--- config.mk ---
export PLATFORM = sky130hd
export DESIGN_NAME = cpu_run_controller
export DESIGN_NICKNAME = d
export VERILOG_FILES = /design/src/rtl/cpu_run_controller.sv
export SDC_FILE = /design/constraint.sdc
export NUM_CORES = 1
export LEC_CHECK = 0
export ABC_CLOCK_PERIOD_IN_PS = 5800
export BUFFER_PORTS_ARGS = -buffer_cell sky130_fd_sc_hd__buf_2
export CORE_UTILIZATION = 40
export DETAILED_ROUTE_END_ITERATION = 10
export PLACE_DENSITY = 0.59
export SETUP_SLACK_MARGIN = 0.15
export SYNTH_ARGS = -nofsm -noshare
export SYNTH_HDL_FRONTEND = slang
export SYNTH_SLANG_ARGS = --single-unit
--- constraint.sdc ---
create_clock -name Clk -period 5.8 [get_ports Clk]
set_clock_uncertainty 0.05 [all_clocks]
set_input_delay 0.29 -clock Clk [delete_from_list [all_inputs] [get_ports Clk]]
set_output_delay 0.29 -clock Clk [all_outputs]
set_load 0.01 [all_outputs]
--- src/rtl/cpu_run_controller.sv ---
`default_nettype none
// ============================================================================
// Module   : cpu_run_controller
// Purpose  : Sequences the A09 CPU. Generates the CPU reset, Ready and the
//            single-cycle CPU clock-enable. Pulses come from a debounced
//            step button (step mode) or from a free-running divider (run
//            mode). A CPU halt parks the CPU; a step press restarts it.
// Ports    : Clk          system clock (16 MHz)
//            Reset        asynchronous active-low reset
//            StepBtn      raw step button, asynchronous, active-high
//            RunMode      raw mode switch, asynchronous (1 = run, 0 = step)
//            Halt         CPU halt indication, synchronous to Clk
//            CpuReset_n   CPU reset, active-low
//            CpuClkEn     one-cycle CPU advance pulse
//            Ready        CPU permitted to execute
//            CycleCount   saturating count of CpuClkEn since last CPU reset
//            ActivityLed  toggles on every CpuClkEn pulse
// Revision : 1.0  initial release
// ============================================================================
module cpu_run_controller #(
  parameter logic [15:0] DebounceCycles  = 16'd48000,
  parameter logic [22:0] DividerMax      = 23'd7999999,
  parameter int unsigned ResetHoldCycles = 4,
  parameter int unsigned CountWidth      = 16
) (
  input  logic                  Clk,
  input  logic                  Reset,
  input  logic                  StepBtn,
  input  logic                  RunMode,
  input  logic                  Halt,
  output logic                  CpuReset_n,
  output logic                  CpuClkEn,
  output logic                  Ready,
  output logic [CountWidth-1:0] CycleCount,
  output logic                  ActivityLed
);

  localparam int unsigned c_HOLD_W = (ResetHoldCycles > 1) ? $clog2(ResetHoldCycles) : 1;
  localparam logic [c_HOLD_W-1:0] c_HOLD_LAST = c_HOLD_W'(ResetHoldCycles - 1);
  localparam logic [15:0] c_DB_LAST = DebounceCycles - 16'd1;
  localparam logic [CountWidth-1:0] c_COUNT_MAX = {CountWidth{1'b1}};

  typedef enum logic [1:0] {
    ST_RESET_HOLD = 2'd0,
    ST_IDLE       = 2'd1,
    ST_RUN        = 2'd2,
    ST_HALTED     = 2'd3
  } state_t;

  state_t                r_state;
  state_t                w_state_nxt;
  logic                  w_clk_en_nxt;
  logic                  w_div_clr;

  logic [1:0]            r_step_sync;
  logic [1:0]            r_mode_sync;
  logic [15:0]           r_db_cnt;
  logic                  r_db_level;
  logic                  r_db_level_d;
  logic                  r_step_req;
  logic [22:0]           r_div;
  logic [c_HOLD_W-1:0]   r_hold_cnt;
  logic                  r_cpu_reset_n;
  logic                  r_clk_en;
  logic                  r_ready;
  logic [CountWidth-1:0] r_cycle_count;
  logic                  r_led;

  logic                  w_step_s;
  logic                  w_run_mode;

  assign w_step_s   = r_step_sync[1];
  assign w_run_mode = r_mode_sync[1];

  // Input synchronizers, button debounce and step-request edge detect.
  always_ff @(posedge Clk or negedge Reset) begin
    if (!Reset) begin
      r_step_sync  <= 2'b00;
      r_mode_sync  <= 2'b00;
      r_db_cnt     <= 16'd0;
      r_db_level   <= 1'b0;
      r_db_level_d <= 1'b0;
      r_step_req   <= 1'b0;
    end else begin
      r_step_sync  <= {r_step_sync[0], StepBtn};
      r_mode_sync  <= {r_mode_sync[0], RunMode};
      if (w_step_s != r_db_level) begin
        // Accept the new level only after it has differed for the full window.
        if (r_db_cnt == c_DB_LAST) begin
          r_db_level <= w_step_s;
          r_db_cnt   <= 16'd0;
        end else begin
          r_db_cnt   <= r_db_cnt + 16'd1;
        end
      end else begin
        r_db_cnt <= 16'd0;
      end
      r_db_level_d <= r_db_level;
      r_step_req   <= r_db_level & ~r_db_level_d;
    end
  end

  // State register plus counters and registered outputs.
  always_ff @(posedge Clk or negedge Reset) begin
    if (!Reset) begin
      r_state       <= ST_RESET_HOLD;
      r_hold_cnt    <= '0;
      r_div         <= 23'd0;
      r_cpu_reset_n <= 1'b0;
      r_clk_en      <= 1'b0;
      r_ready       <= 1'b0;
      r_cycle_count <= '0;
      r_led         <= 1'b0;
    end else begin
      r_state <= w_state_nxt;

      if ((r_state == ST_RESET_HOLD) && (w_state_nxt == ST_RESET_HOLD)) begin
        r_hold_cnt <= r_hold_cnt + c_HOLD_W'(1);
      end else begin
        r_hold_cnt <= '0;
      end

      if (w_div_clr) begin
        r_div <= 23'd0;
      end else begin
        r_div <= r_div + 23'd1;
      end

      // Outputs follow the next state so they line up with the registered state.
      r_cpu_reset_n <= (w_state_nxt != ST_RESET_HOLD);
      r_ready       <= (w_state_nxt == ST_IDLE) || (w_state_nxt == ST_RUN);
      r_clk_en      <= w_clk_en_nxt;

      if (w_state_nxt == ST_RESET_HOLD) begin
        r_cycle_count <= '0;
      end else if (w_clk_en_nxt && (r_cycle_count != c_COUNT_MAX)) begin
        r_cycle_count <= r_cycle_count + CountWidth'(1);
      end

      if (w_clk_en_nxt) begin
        r_led <= ~r_led;
      end
    end
  end

  // Next-state and pulse decision. Halt outranks mode changes and pulses.
  always_comb begin
    w_state_nxt  = r_state;
    w_clk_en_nxt = 1'b0;
    w_div_clr    = 1'b1;
    case (r_state)
      ST_RESET_HOLD: begin
        if (r_hold_cnt == c_HOLD_LAST) begin
          w_state_nxt = w_run_mode ? ST_RUN : ST_IDLE;
        end
      end
      ST_IDLE: begin
        if (Halt) begin
          w_state_nxt = ST_HALTED;
        end else if (w_run_mode) begin
          // A step request coinciding with the switch to run is dropped.
          w_state_nxt = ST_RUN;
        end else if (r_step_req) begin
          w_clk_en_nxt = 1'b1;
        end
      end
      ST_RUN: begin
        if (Halt) begin
          w_state_nxt = ST_HALTED;
        end else if (!w_run_mode) begin
          w_state_nxt = ST_IDLE;
        end else if (r_div == DividerMax) begin
          w_clk_en_nxt = 1'b1;
        end else begin
          w_div_clr = 1'b0;
        end
      end
      ST_HALTED: begin
        if (r_step_req) begin
          w_state_nxt = ST_RESET_HOLD;
        end
      end
      default: begin
        w_state_nxt = ST_RESET_HOLD;
      end
    endcase
  end

  assign CpuReset_n  = r_cpu_reset_n;
  assign CpuClkEn    = r_clk_en;
  assign Ready       = r_ready;
  assign CycleCount  = r_cycle_count;
  assign ActivityLed = r_led;

endmodule
`default_nettype wire

==> Word level (Yosys, flattened, before mapping) <==
Index checks and enable logic that the tools add are counted.
{ "totals": {"latch_bits": 0, "register_bits": 70, "output_inout_bits": 20, "n_memories": 0, "mem_bits_ro": 0, "input_bits": 5, "wordCells": 63, "ram_bits": 0} }
{ "op_classes": {"div": 0, "multipliers": 0, "add_sub_neg": 4, "shift": 0, "magnitude_cmp": 0, "n_eq_ne": 10, "n_reduce_logical": 8, "mux": 24, "bitwise": 3} }
{ "op_table": {"columns": ["cell", "n"], "rows": [
  ["16-bit two-way mux", 4],
  ["16-bit by 1-bit adder with 16-bit output, second input constant", 2],
  ["23-bit by 1-bit adder with 23-bit output, second input constant", 1],
  ["23-bit == test, second input constant", 1],
  ["23-bit two-way mux", 1],
  ["16-bit == test, second input constant", 1],
  ["2-bit two-way mux", 8],
  ["16-bit != test, second input constant", 1],
  ["1-bit two-way mux", 9],
  ["2-bit == test, second input constant", 4],
  ["2-bit case mux with 4 select lines", 1],
  ["2-bit by 1-bit == test with 1-bit output, second input constant", 2],
  ["2-bit logical NOT", 2],
  ["2-bit nonzero test", 2],
  ["2-bit by 1-bit adder with 2-bit output, second input constant", 1],
  ["1-bit logical AND", 2],
  ["1-bit NOT", 2],
  ["1-bit case mux with 2 select lines", 1],
  ["2-bit AND reduction", 1],
  ["1-bit AND", 1],
  ["1-bit logical OR", 1],
  ["1-bit != test", 1]
]} }

==> Depth between registers and ports, before layout <==
Gate-level depths: netlist of the first run.
{ "logic_depth": {"word_depth": 8, "ltp_mapped": 12, "depth_no_buf": 11} }

==> Worst setup path after synthesis of the first run <==
OpenSTA, ideal clock, no wires.
{ "synth_timing": {"path_type": "flip-flop to flip-flop", "start": "register r_state[0]", "end": "register r_cycle_count[7], in the netlist CycleCount[7]", "n_path_buf": 1, "required_ps": 5622, "slack_ps": 3460, "setup_ps": 128, "stages_incl_launch_ff": 12, "arrival_time_ps": 2162, "period_less_slack_ps": 2340, "path_cell_list": "dfrtp_1 > inv_1 > ha_1 > inv_1 > a21oi_1 > o22a_1 > a2111oi_0 > a21o_1 > ha_1 > buf_6 > nor2_1 > mux2_1"} }
{ "synth_via": {"elab_chain_cells": 5, "elab_cells_between_ends": 16, "cone_classes": "eq/ne: 3; mux: 9; reduce/logical: 4"} }
{ "synth_lines": {"columns": ["item", "line", "text"], "rows": [
  ["start: declaration", "50", "state_t r_state;"],
  ["start signal: assignment", "115", "r_state <= w_state_nxt;"],
  ["2-bit two-way mux, on equally long branches", "170, 160", null],
  ["2-bit two-way mux, on equally long branches", "168, 158", null],
  ["2-bit case mux with 4 select lines", "151", "case (r_state)"],
  ["2-bit logical NOT", "134", "if (w_state_nxt == ST_RESET_HOLD) begin"],
  ["16-bit two-way mux / 2-bit nonzero test (equally long branches)", null, null],
  ["end signal: assignment", "137", "r_cycle_count <= r_cycle_count + CountWidth'(1);"],
  ["end: declaration", "66", "logic [CountWidth-1:0] r_cycle_count;"]
]} }
Several ways; a longest one is shown, not always the timed one.
A chain may end at the register's enable or synchronous reset.

==> Worst setup path in the final report of the first run <==
{ "layout_timing": {"start": "register r_state[0]", "end": "register r_cycle_count[3], in the netlist CycleCount[3]"} }
Same word-level chain as after synthesis.

==> results of run 1 <==
[sequential cells by signal (all words and copies together), names as in the netlist]
register      cells
r_div            23
CycleCount       16
r_hold_cnt        2
ActivityLed       1
r_db_level_d      1
r_mode_sync       2
Ready             1
r_db_cnt         16
CpuReset_n        1
r_db_level        1
CpuClkEn          1
r_step_sync       2
r_state           2
r_step_req        1
[worst max-delay path by stage]
stage	slack [ps]	to	depth (start not counted)	startpoint
global placement	2930	CycleCount[4]	11	r_state[0]
detailed placement	2830	CycleCount[3]	11	r_state[0]
floorplan	3460	CycleCount[7]	11	r_state[0]
global route	2560	CycleCount[3]	11	r_state[0]
finish	2840	CycleCount[3]	11	r_state[0]
CTS	2820	CycleCount[3]	11	r_state[0]
[layer usage]
layer / global-route usage (%) / vias up / routed length [µm]
li1: - / 1314 / -
met1: 23.5 / 1298 / 3530
met2: 23.5 / 29 / 3000
met3: 3.08 / 11 / 157
met4: 7.96 / 0 / 128
met5: 0 / - / 0
[timing repair]
| action | CTS | global route |
|---|---|---|
| hold buffers | 1 | 0 |
| setup endpoints to repair | 0 | 0 |
| resized for setup | 0 | 0 |
| hold endpoints to repair | 1 | 0 |
[where the power goes]
part | internal (µW) | switching, µW
Sequential | 510 | 16.5
Combinational | 75.9 | 135
Clock | 161 | 168
[cells in the final DEF, fill, tap and decap left out, drive strengths merged, types with 2 or more instances in the layout]
cell	synthesis	layout
nor2b	3	3
nand2	21	21
o31ai	4	4
and3	8	8
inv	10	10
and4	8	8
nand4	13	13
dfrtp	70	70
o311ai	2	2
o22a	2	2
nor4	6	6
nor2	51	51
clkbuf	8	12
or4b	2	2
mux2	2	2
xor2	15	15
nand2b	2	2
a21oi	16	16
or2	4	4
nand3	24	24
or3b	2	2
o41ai	2	2
nor3	10	10
xnor2	22	22
o21ai	13	13
nand4b	2	2
o21a	2	2
clkinv	0	2
or3	10	10
ha	9	9
buf	3	26
or4	5	5
[worst max-delay path: cells and delay by family (launching register included)]
kind	cells	cell delay, ps
compound gates	6	1100
fa+ha+maj	2	860
buf+inv	3	360
flops	1	410
[kinds of logic after synthesis]
logic type,Yosys count,share of synthesized area (%)
buf+inv,21,3.16
flops,70,49.7
compound gates,45,7.95
fa+ha+maj,9,3.19
mux,2,0.638
xor+xnor,37,9.19
simple gates,172,26.2
[per-stage QoR]
step / total power [µW] / area (µm²) / util [%] / std cells
global route: 1140 / 3890 / 46.4 / 491
floorplan: 718 / 3530 / - / 356
detailed placement: 747 / 3730 / 44.5 / 476
CTS: 1090 / 3890 / 46.4 / 491
global placement: 743 / 3730 / 44.5 / 476
finish: 1070 / 3890 / 46.4 / 491
[cell usage after synthesis (all sizes together)]
library cell / count / area share, %
and4: 8 / 2.0
nand2b: 2 / 0.35
dfrtp: 70 / 50
and3: 8 / 1.4
o2111ai: 1 / 0.25
nand4b: 2 / 0.50
xor2: 15 / 3.7
nor2b: 3 / 0.53
or2: 4 / 0.71
nand3: 24 / 3.4
clkbuf: 8 / 1.1
nand4: 13 / 2.3
o22a: 2 / 0.50
a21o: 1 / 0.21
or4: 5 / 1.1
nor2: 51 / 5.4
a21oi: 16 / 2.4
inv: 10 / 1.1
a2111oi: 1 / 0.25
buf: 3 / 0.96
a211o: 1 / 0.25
o31ai: 4 / 0.85
o41ai: 2 / 0.50
nor4: 6 / 1.7
nand2: 21 / 2.2
ha: 9 / 3.2
or3b: 2 / 0.50
o311ai: 2 / 0.50
mux2: 2 / 0.64
o21a: 2 / 0.43
o21ai: 13 / 1.8
nor3: 10 / 1.4
or3: 10 / 1.8
xnor2: 22 / 5.5
or2b: 1 / 0.21
or4b: 2 / 0.67
[final cells by class]
type                       count  area, µm²  share of cell area, %
timing repair buffer          27        145                   3.73
inverter                      10       37.5                  0.965
tap                          105        131                   3.38
clock buffer                  12        145                   3.73
multi-input combinational    265       1670                   42.9
clock inverter                 2       10.0                  0.257
sequential                    70       1750                   45.0
==> out/metrics.csv, run 1 <==
stage,metric,value,unit
min_path,min_from,StepBtn,
global_routing,gr-total-overflow,0,
floorplanning,fp.dieW,95.9,µm
logic_synthesis,syn_area,3530,µm²
timing,period_minus_slack,2960,ps
floorplanning,dieArea,9200,µm²
routing,drt-total-wl,6820,µm
timing,rsz0062_at_grt,no,
routing,vias_per_cell,5.40,
run,cap_violations,0,
final_layout,drive_gt1_share,13.2,%
final_layout,n_fill_cell,802,
critical_path,critical-path-slowest-cell,ha_1,
critical_path,critPathMaxFanout,20,
min_path,hold_end,r_step_sync[0],
routing,drtPass1Iterations,5,
timing,timing.slew.headroom,19.4,%
critical_path,crit_path_cell_trace,inv_1 > ha_1 > inv_1 > a21oi_1 > o22a_1 > a2111oi_0 > a21o_1 > ha_1 > inv_1 > o311ai_1 > o41ai_1,
cts,post-cts-setup-buffer-count,0,
floorplanning,start_util,42.1,%
pwr,ir_worst_vdd,0.128,mV
cts,numCtsBuffers,9,
global_routing,grt_usage,16.3,%
critical_path,worst_path_most_repeated_cell,inv_1,
timing,setup_tns,0,ps
cts,insertion_delay,330,ps
routing,wl_per_cell,13.9,µm
floorplanning,num_rows,33,
cts,cts.clk_slew.worst_paths,70,ps
global_routing,antenna_found_initial,0,
pwr,power_density,274,nW/µm²
logic_synthesis,syn_nets,370,
min_path,holdPathStages,1,
cts,cts.sinks,70,
logic_synthesis,synthDistinctLibCells,44,
logic_synthesis,avgSynthCellArea,9.91,µm²
final_layout,nets,397,
run_status,outcome,"finished, final reports clean",
cts,cts-htree-levels,3,
placed_design,place.gp.congestion,0.762,
critical_path,r2r_setup_slack,2840,ps
timing,hold_ws,16.0,ps
logic_synthesis,ys_seq_area_share,49.7,%
critical_path,arrival,3080,ps
global_routing,grt_pass1_vias,2392,
timing,setup_viol,0,
critical_path,worst-r2r-cell-count,11,
critical_path,cp-end-kind,register,
final_layout,area_growth_syn_to_layout,10.3,%
cts,clockRootBuffer,clkbuf_8,
global_routing,grt_max_degree,71,
critical_path,cpPeakStageDelay,600,ps
global_routing,grt_pass1_wl,11600,µm
cts,cts_tree,yes,
cts,cts_buffer_depth,2,
logic_synthesis,yosys_warnings,0,
floorplanning,io_pins,25,
floorplanning,coreArea,8380,µm²
critical_path,r2r_start,r_state[0],
final_layout,antenna_cells,0,
timing,fmax,0.338,GHz
routing,drt-initial-drc-count,119,
logic_synthesis,netlist_instances,356,
critical_path,required,5920,ps
placed_design,dp_hpwl,4510,µm
pwr,p_leak,0.00163,µW
logic_synthesis,ys_seq_elements,70,
timing,final_max_slew_viol_count,0,
placed_design,io_buffer_count,24,
floorplanning,die_y,95.9,µm
timing,tightest_slew,1200,ps
routing,vias,2652,
placed_design,place_ws,2830,ps
timing,post-route-period-util,51.0,%
timing,fin_ws,2840,ps
critical_path,path_class,reg -> reg,
routing,ant_nets,0,
timing,hold_viol,0,
routing,post-route-drc-count,0,
critical_path,r2r_end,CycleCount[3],
critical_path,startpoint_type,register,
min_path,min_path_type,in -> reg,
(Power assumes the default switching activity.)
==> inputs of run 2 (changes only) <==
Settings changed: ABC_CLOCK_PERIOD_IN_PS 5800 to 2900.
Clock period 5.8 ns to 2.9 ns, I/O delays scaled along.
==> run 2 against run 1 <==
Against the previous run: sequential share of layout area down 1.9 points; non-clock buffer count grew 4; via count up 0.38%; global-route usage increased by 0.36 points; critical path depth fell by 1; maximum frequency up 19%; total power increased by 140%; largest power group is now the clock network; sequential power grew 100%; largest cell class unchanged; hold slack better by 130 ps; flip-flop and latch count is the same; setup slack got worse by 2400 ps; die area unchanged.
==> out/metrics.csv, run 2 (same netlist as run 1, synthesis figures left out) <==
stage,metric,value,unit,change
final_layout,multi_input_area,1680,µm²,+0.67%
final_layout,top_register,r_div,,
cts,post-cts-setup-buffer-count,0,,unchanged
cts,cts.sinks,70,,unchanged
routing,wl_met1,3510,µm,-0.68%
placed_design,place_ws,254,ps,-2580 ps
timing,fin_ws,403,ps,-2440 ps
critical_path,startpoint_type,register,,
routing,vias,2662,,+0.38%
cts,insertion_delay,350,ps,+20 ps
final_layout,nets,401,,+1.0%
timing,tightest_slew,758,ps,-441 ps
timing,fmax,0.400,GHz,+19%
global_routing,grt_pass1_vias,2455,,+2.6%
final_layout,antenna_cells,0,,unchanged
global_routing,gr-total-overflow,0,,unchanged
pwr,power_density,634,nW/µm²,+130%
timing,post-route-period-util,86.1,%,+35 points
critical_path,required,3080,ps,-2840 ps
routing,drt-initial-drc-count,123,,+3.4%
routing,wl_met3,290,µm,+85%
floorplanning,die_y,95.9,µm,unchanged
floorplanning,coreArea,8380,µm²,unchanged
final_layout,area_growth_syn_to_layout,15.2,%,
floorplanning,fp.dieW,95.9,µm,unchanged
placed_design,place.gp.congestion,0.783,,+2.7%
global_routing,grt_max_degree,39,,-45%
pwr,p_leak,0.00170,µW,+4.4%
cts,cts.clk_slew.worst_paths,80,ps,about the same
timing,rsz0062_at_grt,no,,
routing,drtPass1Iterations,4,,-1
cts,clockRootBuffer,clkbuf_8,,
cts,cts_buffer_depth,2,,unchanged
critical_path,cp-end-kind,register,,
timing,hold_viol,0,,unchanged
timing,final_max_slew_viol_count,0,,unchanged
routing,wl_per_cell,14.1,µm,+1.3%
routing,ant_nets,0,,unchanged
timing,setup_viol,0,,unchanged
run_status,outcome,"finished, final reports clean",,
cts,cts_tree,yes,,
final_layout,n_fill_cell,792,,-1.2%
final_layout,drive_gt1_share,14.8,%,+1.6 points
floorplanning,dieArea,9200,µm²,unchanged
timing,period_minus_slack,2500,ps,-463 ps
cts,numCtsBuffers,9,,unchanged
routing,drt-total-wl,6990,µm,+2.5%
global_routing,grt_pass1_wl,11600,µm,+0.66%
floorplanning,io_pins,25,,unchanged
final_layout,fin_util,48.5,%,+2.1 points
placed_design,io_buffer_count,24,,unchanged
routing,routed-wl-met2,3110,µm,+3.6%
final_layout,final_cell_mix,"70 x dfrtp_1, 51 x nor2_1, 24 x nand3_1, 24 x buf_2, 22 x xnor2_1",,
global_routing,grt_usage,16.7,%,+0.36 points
timing,timing.slew.headroom,49.5,%,+30 points
global_routing,antenna_found_initial,0,,unchanged
routing,vias_per_cell,5.36,,-0.83%
final_layout,regArea,1750,µm²,unchanged
run,cap_violations,0,,unchanged
timing,setup_tns,0,ps,unchanged
floorplanning,start_util,42.1,%,unchanged
timing,hold_ws,147,ps,+131 ps
min_path,min_path_type,in -> reg,,
routing,topRoutingLayerUsed,met4,,
critical_path,arrival,2680,ps,-400 ps
placed_design,dp_hpwl,4800,µm,+6.5%
pwr,ir_worst_vdd,0.321,mV,+150%
floorplanning,num_rows,33,,unchanged
final_layout,final_common_cell,dfrtp_1,,
critical_path,critPathMaxFanout,10,,-50%
final_layout,largest_reg_flops,23,,unchanged
cts,cts-htree-levels,3,,unchanged
critical_path,path_class,reg -> reg,,
routing,post-route-drc-count,0,,unchanged
## run 2: cell count changes in the layout (fill, tap and decap cells not counted), moves of 2 or more
| cell | previous run | this run |
|---|---|---|
| clkinv_2 | 2 | 0 |
| bufinv_16 | 0 | 4 |
| clkbuf_1 | 2 | 0 |
| dlygate4sd3_1 | 1 | 3 |
## run 2: cell type report
type                            count  share of cell area [%]
Timing Repair Buffer               31                    4.74
Clock inverter                      7                    3.57
Sequential cell                    70                    43.1
Inverter                           10                   0.924
Tap cell                          105                    3.23
Multi-Input combinational cell    265                    41.4
Clock buffer                        9                    3.05
## run 2: metrics by stage
step	instances	instance area [µm²]	total power [µW]
6_report	497	4060	2580
5_1_grt	497	4060	2710
4_1_cts	497	4050	2590
3_5_place_dp	478	3750	1530
3_3_place_gp	478	3750	1520
2_1_floorplan	356	3530	1440
## run 2: power by group
part           switching [µW]  internal (µW)
clock                     394            662
combinational             281            187
sequential               33.2           1020
## run 2: layer usage
layer	GRT usage [%]	vias up
li1	-	1332
met3	2.84	11
met4	8.58	0
met1	23.2	1266
met5	0	-
met2	25.0	53
## run 2: path summary, 6_finish.rpt
kind / slack, ps / start / end / cells after the start
min in group asynchronous: 340 / Reset / CycleCount[15] / 2
hold / removal: 150 / Halt / r_div[1] / 3
hold reg to reg: 300 / r_step_sync[0] / r_step_sync[1] / 0
setup / recovery: 400 / r_state[0] / CycleCount[7] / 10
setup reg to reg: 400 / r_state[0] / CycleCount[7] / 10
max in group asynchronous: 1790 / Reset / r_div[8] / 3
## run 2: critical path, stage by stage, from the launching register on
cell and delay (ps):
dfrtp_1 430, inv_1 110, ha_1 260, inv_1 80, a21oi_1 70, o22a_1 190
a2111oi_1 400, a21o_1 140, ha_2 280, nor2_1 70, mux2_1 300
## run 2: repair_timing
action	in CTS	in global routing
resized for setup	0	3
setup endpoints to repair	0	16
hold buffers	3	0
hold endpoints to repair	34	0
==> inputs of run 3 (changes only) <==
Settings changed: CORE_UTILIZATION 40 to 31, MAX_ROUTING_LAYER from default to met4, PLACE_DENSITY 0.59 to 0.49.
==> run 3 against run 2 <==
Against the previous run: flip-flop and latch count unchanged; utilization decreased by 11 points; count of clock-buffer cells in the layout is 3 higher; die area up 28%.
==> out/metrics.csv, run 3 (same netlist as run 1, synthesis figures left out) <==
stage,metric,value,unit,change
routing,vias_per_cell,4.99,,-6.8%
timing,fin_ws,411,ps,+8.06 ps
cts,cts_tree,yes,,
critical_path,startpoint_type,register,,
critical_path,cp-end-kind,register,,
floorplanning,io_pins,25,,unchanged
cts,numCtsBuffers,9,,unchanged
timing,fmax,0.402,GHz,+0.32%
placed_design,place.gp.congestion,0.779,,-0.51%
global_routing,gr-total-overflow,0,,unchanged
run,cap_violations,0,,unchanged
floorplanning,dieArea,11800,µm²,+28%
critical_path,critPathMaxFanout,9,,-1
placed_design,io_buffer_count,24,,unchanged
floorplanning,die_y,109,µm,+13%
final_layout,final_common_cell,dfrtp_1,,
routing,wl_per_cell,13.4,µm,-4.7%
timing,hold_viol,0,,unchanged
final_layout,largest_reg_flops,23,,unchanged
global_routing,grt_pass1_vias,2508,,+2.2%
pwr,power,2780,µW,+7.7%
timing,setup_viol,0,,unchanged
critical_path,worst_path_most_repeated_cell,inv_1,,
final_layout,antenna_cells,0,,unchanged
critical_path,crit_path_cell_trace,inv_1 > ha_1 > inv_1 > a21oi_1 > o22a_1 > a2111oi_1 > a21o_1 > ha_2 > nor2_1 > mux2_1,,
cts,cts.sinks,70,,unchanged
critical_path,arrival,2660,ps,-20 ps
floorplanning,coreArea,11000,µm²,+31%
floorplanning,start_util,32.1,%,-10 points
routing,vias,2656,,-0.23%
routing,ant_nets,0,,unchanged
timing,timing.slew.headroom,52.6,%,+3.2 points
final_layout,area_growth_syn_to_layout,18.1,%,
routing,drt-initial-drc-count,90,,-27%
final_layout,final_cell_mix,"70 x dfrtp_1, 51 x nor2_1, 24 x nand3_1, 24 x buf_2, 22 x xnor2_1",,
critical_path,crit_buf_inv,2,,unchanged
timing,rsz0062_at_grt,no,,
critical_path,cpLargestDelayFamily,compound AO/OA/AOI/OAI gates,,
timing,final_max_slew_viol_count,0,,unchanged
cts,cts_buffer_depth,2,,unchanged
pwr,ir_worst_vdd,0.290,mV,-9.8%
floorplanning,num_rows,38,,+15%
final_layout,top_register,r_div,,
critical_path,critical-path-slowest-cell,a2111oi_1,,
floorplanning,fp.dieW,109,µm,+13%
global_routing,grt_pass1_wl,12200,µm,+4.6%
timing,tightest_slew,709,ps,-49.0 ps
global_routing,antenna_found_initial,0,,unchanged
final_layout,drive_gt1_share,13.8,%,-1.0 points
min_path,min_path_type,in -> reg,,
pwr,power_density,666,nW/µm²,+5.1%
critical_path,required,3070,ps,about the same
timing,period_minus_slack,2490,ps,-8.06 ps
timing,post-route-period-util,85.8,%,-0.28 points
critical_path,cpPeakStageDelay,430,ps,about the same
run_status,outcome,"finished, final reports clean",,
cts,cts.clk_slew.worst_paths,60,ps,-20 ps
routing,post-route-drc-count,0,,unchanged
final_layout,n_fill_cell,1097,,+39%
routing,drt-total-wl,7140,µm,+2.0%
final_layout,nets,401,,unchanged
placed_design,place_ws,238,ps,-16.5 ps
pwr,p_leak,0.00173,µW,+1.8%
placed_design,dp_hpwl,4750,µm,-1.1%
critical_path,path_class,reg -> reg,,
cts,clockRootBuffer,clkbuf_16,,
cts,cts-htree-levels,3,,unchanged
global_routing,grt_max_degree,44,,+13%
timing,setup_tns,0,ps,unchanged
routing,drtPass1Iterations,4,,unchanged
global_routing,grt_usage,14.0,%,-2.7 points
cts,insertion_delay,340,ps,about the same
[run 3: power by group]
| group | switching (µW) | internal, µW |
|---|---|---|
| clock | 415 | 840 |
| combinational | 285 | 183 |
| sequential | 31.3 | 1020 |
[run 3: layout make-up]
class / instances / area [µm²] / area share, %
tap: 140 / 175 / 4.21
clock inverter: 4 / 95.1 / 2.28
inverter: 10 / 37.5 / 0.901
clock buffer: 12 / 236 / 5.68
multi-input combinational: 265 / 1680 / 40.2
timing repair buffer: 31 / 193 / 4.63
sequential: 70 / 1750 / 42.1
[run 3: layer usage]
layer  vias up  part of all wire, %  global-route usage (%)  wire, µm
met5         -                    0                       -         0
met3        10                  2.8                    2.51       201
met1      1282                   51                    18.3      3640
met2        41                   44                    20.0      3140
li1       1323                    -                       -         -
met4         0                  2.2                    8.40       159
[run 3: final timing paths]
kind,from,end,slack [ps],cells after the start
hold / removal,Halt,r_div[1],170,3
max in group asynchronous,Reset,r_div[19],1800,3
hold reg to reg,r_step_sync[0],r_step_sync[1],300,0
setup / recovery,r_state[0],CycleCount[7],410,10
setup reg to reg,r_state[0],CycleCount[7],410,10
min in group asynchronous,Reset,CycleCount[8],320,2
[run 3: repair_timing]
item	in CTS	in global routing
hold buffers	3	0
endpoints found under the hold margin	29	0
resized for setup	0	3
setup endpoints to repair	0	15
buffers inserted	0	0
[run 3: stage by stage]
step / cells / area (µm²) / hold WS (ps) / util, %
after detailed placement: 513 / 3790 / 176 / 34.5
after global placement: 513 / 3790 / 175 / 34.5
final: 532 / 4160 / 167 / 37.9
after global routing: 532 / 4160 / 171 / 37.9
after CTS: 532 / 4150 / 159 / 37.8
after floorplan: 356 / 3530 / -201 / -
[run 3: worst min-delay path, delay by kind of cell]
kind	cells	cell delay, ps
simple gates	2	240
buf+inv	1	120
